### config.mk
export PLATFORM = sky130hd
export DESIGN_NAME = alu_seq_ctrl_flat
export DESIGN_NICKNAME = d
export VERILOG_FILES = /design/src/rtl/alu_seq_ctrl_if.sv /design/src/rtl/alu_seq_ctrl.sv /design/src/flat_wrapper.sv
export SDC_FILE = /design/constraint.sdc
export NUM_CORES = 1
export LEC_CHECK = 0
export CAP_MARGIN = 0
export CORE_AREA = 3 3 135 137
export DETAILED_ROUTE_END_ITERATION = 16
export DIE_AREA = 0 0 138 140
export GPL_ROUTABILITY_DRIVEN = 0
export PLACE_DENSITY = 0.77
export SYNTH_ARGS = -nofsm -noshare
export SYNTH_HDL_FRONTEND = slang
export SYNTH_SLANG_ARGS = --single-unit
### constraint.sdc
create_clock -name clk -period 3.49 [get_ports clk]
set_clock_uncertainty 0.1 [all_clocks]
set_input_delay 1.047 -clock clk [delete_from_list [all_inputs] [get_ports clk]]
set_output_delay 1.047 -clock clk [all_outputs]
set_load 0.05 [all_outputs]
### src/rtl/alu_seq_ctrl_if.sv
// Request/status bundle plus the operand/result wires to the external ALU.
interface alu_seq_ctrl_if;
  logic        start;
  logic [2:0]  op;
  logic [31:0] a;
  logic [31:0] b;
  logic        busy;
  logic        done;
  logic [31:0] result;
  logic        div_zero;
  logic [31:0] iter_count;
  logic [2:0]  alu_op;
  logic [31:0] alu_a;
  logic [31:0] alu_b;
  logic [31:0] alu_result;
  logic        alu_cout;

  modport slave (
    input  start, op, a, b, alu_result, alu_cout,
    output busy, done, result, div_zero, iter_count, alu_op, alu_a, alu_b
  );

  modport master (
    output start, op, a, b, alu_result, alu_cout,
    input  busy, done, result, div_zero, iter_count, alu_op, alu_a, alu_b
  );
endinterface

### src/rtl/alu_seq_ctrl.sv
// Sequencer around an external 32-bit ALU: one EXEC cycle for logic/arith ops,
// unsigned mod by repeated subtraction using the ALU carry-out as the rem>=b test.
module alu_seq_ctrl (
  input  logic           clk,
  input  logic           reset,
  alu_seq_ctrl_if.slave  bus
);
  localparam logic [1:0] S_IDLE = 2'd0;
  localparam logic [1:0] S_EXEC = 2'd1;
  localparam logic [1:0] S_MOD  = 2'd2;
  localparam logic [1:0] S_DONE = 2'd3;

  localparam logic [2:0] OP_SUB = 3'b110;
  localparam logic [2:0] OP_MOD = 3'b111;

  logic [1:0]  state;
  logic [2:0]  op_r;
  logic [31:0] a_r;
  logic [31:0] b_r;
  logic [31:0] rem;
  logic [31:0] result_r;
  logic [31:0] iter_r;
  logic        dz_r;
  logic        accept;

  assign accept = bus.start && ((state == S_IDLE) || (state == S_DONE));

  always_ff @(posedge clk) begin
    if (reset) begin
      state    <= S_IDLE;
      op_r     <= '0;
      a_r      <= '0;
      b_r      <= '0;
      rem      <= '0;
      result_r <= '0;
      iter_r   <= '0;
      dz_r     <= 1'b0;
    end else begin
      case (state)
        S_EXEC: begin
          result_r <= bus.alu_result;
          dz_r     <= 1'b0;
          state    <= S_DONE;
        end
        S_MOD: begin
          // carry-out of rem - b_r is set exactly when rem >= b_r (unsigned)
          if (bus.alu_cout) begin
            rem    <= bus.alu_result;
            iter_r <= iter_r + 32'd1;
          end else begin
            result_r <= rem;
            state    <= S_DONE;
          end
        end
        default: begin
          if (accept) begin
            op_r <= bus.op;
            a_r  <= bus.a;
            b_r  <= bus.b;
            if (bus.op != OP_MOD) begin
              state <= S_EXEC;
            end else if (bus.b == 32'd0) begin
              result_r <= bus.a;
              dz_r     <= 1'b1;
              iter_r   <= '0;
              state    <= S_DONE;
            end else begin
              rem    <= bus.a;
              iter_r <= '0;
              dz_r   <= 1'b0;
              state  <= S_MOD;
            end
          end else begin
            state <= S_IDLE;
          end
        end
      endcase
    end
  end

  always_comb begin
    bus.alu_op = 3'b000;
    bus.alu_a  = '0;
    bus.alu_b  = '0;
    case (state)
      S_EXEC: begin
        bus.alu_op = op_r;
        bus.alu_a  = a_r;
        bus.alu_b  = b_r;
      end
      S_MOD: begin
        bus.alu_op = OP_SUB;
        bus.alu_a  = rem;
        bus.alu_b  = b_r;
      end
      default: ;
    endcase
  end

  assign bus.busy       = (state == S_EXEC) || (state == S_MOD);
  assign bus.done       = (state == S_DONE);
  assign bus.result     = result_r;
  assign bus.div_zero   = dz_r;
  assign bus.iter_count = iter_r;
endmodule

### src/flat_wrapper.sv
// flat-port wrapper written by rule: the top's interface ports become plain ports
module alu_seq_ctrl_flat 
  (clk, reset, bus_start, bus_op, bus_a, bus_b, bus_alu_result, bus_alu_cout, bus_busy, bus_done, bus_result, bus_div_zero, bus_iter_count, bus_alu_op, bus_alu_a, bus_alu_b);
  alu_seq_ctrl_if bus_i ();
  input  logic clk;
  input  logic reset;
  input wire logic [$bits(bus_i.start)-1:0] bus_start;
  input wire logic [$bits(bus_i.op)-1:0] bus_op;
  input wire logic [$bits(bus_i.a)-1:0] bus_a;
  input wire logic [$bits(bus_i.b)-1:0] bus_b;
  input wire logic [$bits(bus_i.alu_result)-1:0] bus_alu_result;
  input wire logic [$bits(bus_i.alu_cout)-1:0] bus_alu_cout;
  output wire logic [$bits(bus_i.busy)-1:0] bus_busy;
  output wire logic [$bits(bus_i.done)-1:0] bus_done;
  output wire logic [$bits(bus_i.result)-1:0] bus_result;
  output wire logic [$bits(bus_i.div_zero)-1:0] bus_div_zero;
  output wire logic [$bits(bus_i.iter_count)-1:0] bus_iter_count;
  output wire logic [$bits(bus_i.alu_op)-1:0] bus_alu_op;
  output wire logic [$bits(bus_i.alu_a)-1:0] bus_alu_a;
  output wire logic [$bits(bus_i.alu_b)-1:0] bus_alu_b;
  assign bus_i.start = bus_start;
  assign bus_i.op = bus_op;
  assign bus_i.a = bus_a;
  assign bus_i.b = bus_b;
  assign bus_i.alu_result = bus_alu_result;
  assign bus_i.alu_cout = bus_alu_cout;
  assign bus_busy = bus_i.busy;
  assign bus_done = bus_i.done;
  assign bus_result = bus_i.result;
  assign bus_div_zero = bus_i.div_zero;
  assign bus_iter_count = bus_i.iter_count;
  assign bus_alu_op = bus_i.alu_op;
  assign bus_alu_a = bus_i.alu_a;
  assign bus_alu_b = bus_i.alu_b;
  alu_seq_ctrl u_core (.clk(clk), .reset(reset), .bus(bus_i));
endmodule
==> impl_metrics.json <==
{
  "status": "finished clean",
  "fin_crit_sh": 0.9707,
  "instances_no_fill": 1413,
  "avgSynthCellArea_um2": 8.270,
  "drt_iter0_drc": 582,
  "hold_class": "flip-flop to flip-flop",
  "clkPwrFrac": 0.232,
  "r2r-start": "u_core.state[0]",
  "cts.path.max_buffers": 2,
  "crit_top_cell": "inv_1",
  "cp-start-kind": "flip-flop",
  "die_h_um": 140,
  "synth_common_cells": "dfxtp_1 (166), nand2_1 (146), nor2_1 (96)",
  "final_max_slew_viol_count": 0,
  "cp.required_ns": 2.34,
  "r2r-end": "u_core.bus.iter_count[20]",
  "cts_root_buf": "clkbuf_16",
  "leakage_nw": 4.164,
  "die-area_um2": 19320,
  "synthDistinctLibCells": 39,
  "vdd_drop_max_mv": 0.6495,
  "rows": 48,
  "syn_inst": 983,
  "vias": 8072,
  "synth_flop_cell": "dfxtp_1",
  "wl_per_cell_um": 17.21,
  "cts_hold_buffers": 0,
  "viasPerCell": 5.713,
  "slowest_stage": "dfxtp_1",
  "path_max_fanout": 103,
  "cp-startpoint": "u_core.state[0]",
  "synth_top_area_share": 0.4088,
  "initial_core_util": 0.4733,
  "io_buffers": 236,
  "wl_mm": 24.32,
  "track_usage": 0.2391,
  "cp_cell_sequence": "inv_1 > ha_4 > buf_16 > inv_1 > and3_1 > buf_12",
  "finalHoldViolations": 0,
  "rr_worst_depth": 9,
  "path_class": "flip-flop to output pin",
  "async_flop_share": 0,
  "drive_gt1_frac": 0.1423,
  "syn2layout_area_growth_pct": 40.74,
  "cts_tree": "built",
  "syn_area_um2": 8129,
  "power_density_nw_per_um2": 756.9,
  "rsz0062_at_grt": "no",
  "yosysWarnings": 0,
  "ant_nets": 0,
  "dieWidth_um": 138,
  "grt_max_degree": 104,
  "grt_overflow": 0,
  "first_pass_iters": 5,
  "p_int_mw": 5.070,
  "ys_seq_area_frac": 0.4088,
  "fillers": 1441,
  "synthTopCellsByArea": "dfxtp_1 (41%), nand2_1 (6.7%), a21oi_1 (5.1%)",
  "core_area_um2": 17180,
  "holdCritStartpoint": "u_core.b_r[16]",
  "synth_edf_count": 0,
  "critPathArrivalTime_ns": 2.24,
  "synth_area_leader_cell": "dfxtp_1",
  "yosysMostFrequentCell": "dfxtp_1",
  "switching_share": 0.4145,
  "slew_headroom": 0.6035,
  "comb_power_share": 0.490,
  "r2r_slack_ns": 0.68,
  "antenna_found_initial": 0,
  "pwr-share-seq": 0.278,
  "cts_max_level": 4,
  "dp_hpwl_mm": 16.24,
  "grt_pass1_wl_mm": 38.47,
  "fmax_mhz": 295.2,
  "numPlacedInstances": 1380,
  "fin_tns_setup_ns": 0,
  "synth_nets": 1090,
  "ios": 237,
  "crit_path_end": "bus_alu_op[0]",
  "drv_cap": 0,
  "ys_seq_elements": 166,
  "cpPeakStageDelay_ns": 0.39,
  "numCtsBuffers": 17,
  "setup_viol": 0,
  "endpoint_kind": "output pin",
  "clkSlewWorstSetupHoldPaths_ns": 0.06,
  "num_antenna_cells": 0,
  "clock_sinks": 166,
  "worst-slew-pin-transition_ns": 0.5947,
  "nets": 1282,
  "p_sw_mw": 3.590,
  "period_minus_slack_ns": 3.388,
  "drc_errors": 0,
  "clk_latency_ns": 0.42,
  "grt_pass1_vias": 7458
}
-- cell usage in the layout, fill, tap and decap left out, drive strengths merged, types with 7 or more instances in the layout --
cell type      count
clkdlybuf4s50    168
dfxtp            166
nand2            147
nor2              96
buf               93
a21oi             83
nor2b             64
o31ai             42
o21ai             36
a22oi             33
a221o             32
mux2              32
mux2i             32
nand3b            32
clkbuf            20
xor2              18
nand4             17
nand3             12
nor4              10
or4                9
inv                7
-- worst max-delay path, delay by kind of cell (launching register included) --
family | cells | cell delay, ns
buffers and inverters | 4 | 0.84
DFF | 1 | 0.39
adders and majority gates | 1 | 0.30
and+or+nand+nor | 1 | 0.25
-- cell families after synthesis --
logic type	count (synthesis)	share of synthesized area
multiplexers	64	0.08373
AO/OA/AOI/OAI	229	0.1881
XOR/XNOR	19	0.02047
buffers and inverters	94	0.04771
AND/OR/NAND/NOR	407	0.2450
adder cells (fa/ha/maj)	4	0.006157
flip-flops	166	0.4088
-- stage by stage --
stage | util | total power, mW | worst slack [ns] | hold slack (ns) | instance area (um^2)
after floorplan | - | 5.297 | 0.07234 | 0.3318 | 8129
after global placement | 0.6280 | 6.570 | 0.2387 | 0.3383 | 10790
after detailed placement | 0.6280 | 6.632 | 0.1649 | 0.3420 | 10790
after CTS | 0.6648 | 8.659 | 0.04917 | 0.3505 | 11420
after global routing | 0.6661 | 9.110 | 0.01362 | 0.3648 | 11440
final | 0.6661 | 8.660 | 0.1024 | 0.3499 | 11440
-- repair_timing --
| action | CTS | global route |
|---|---|---|
| resized for setup | 0 | 1 |
| buffers inserted | 0 | 1 |
| endpoints found under the setup margin | 0 | 2 |
-- power groups by stage --
stage	Sequential [mW]	Combinational, mW	Clock [mW]
5_1_grt	2.44	4.55	2.12
4_1_cts	2.40	4.22	2.04
3_5_place_dp	2.44	4.19	0
6_report	2.41	4.25	2.01
2_1_floorplan	2.70	2.60	0
3_3_place_gp	2.43	4.14	0
-- worst min-delay path by stage --
stage,end,slack (ns),cells past startpoint
floorplan,u_core.b_r[0],0.33,2
global placement,u_core.b_r[5],0.34,2
detailed placement,u_core.b_r[16],0.34,2
CTS,u_core.b_r[16],0.35,2
global route,u_core.a_r[30],0.36,2
finish,u_core.b_r[16],0.35,2
-- area by class of cell --
class	count	area, um^2	area share
inverter	6	22.52	0.001968
multi-input combinational	723	4446	0.3886
clock buffer	20	456.7	0.03992
sequential	166	3323	0.2905
timing repair buffer	261	2736	0.2392
tap	225	281.5	0.02461
clock inverter	12	175.2	0.01531
-- sequential cells by signal, indices dropped and copies added (netlist names) --
name,flops
u_core.a_r,32
u_core.b_r,32
u_core.bus.iter_count,32
u_core.bus.result,32
u_core.rem,32
u_core.op_r,3
u_core.state,2
u_core.bus.div_zero,1
-- layer usage --
layer  up-vias  global-route usage  part of all wire
li1       3860                   -                 -
met1      3875              0.3100              0.43
met2       292              0.3983              0.49
met3        45             0.04814             0.058
met4         0             0.08424             0.025
met5         -                   0                 0
(Power assumes the default switching activity.)
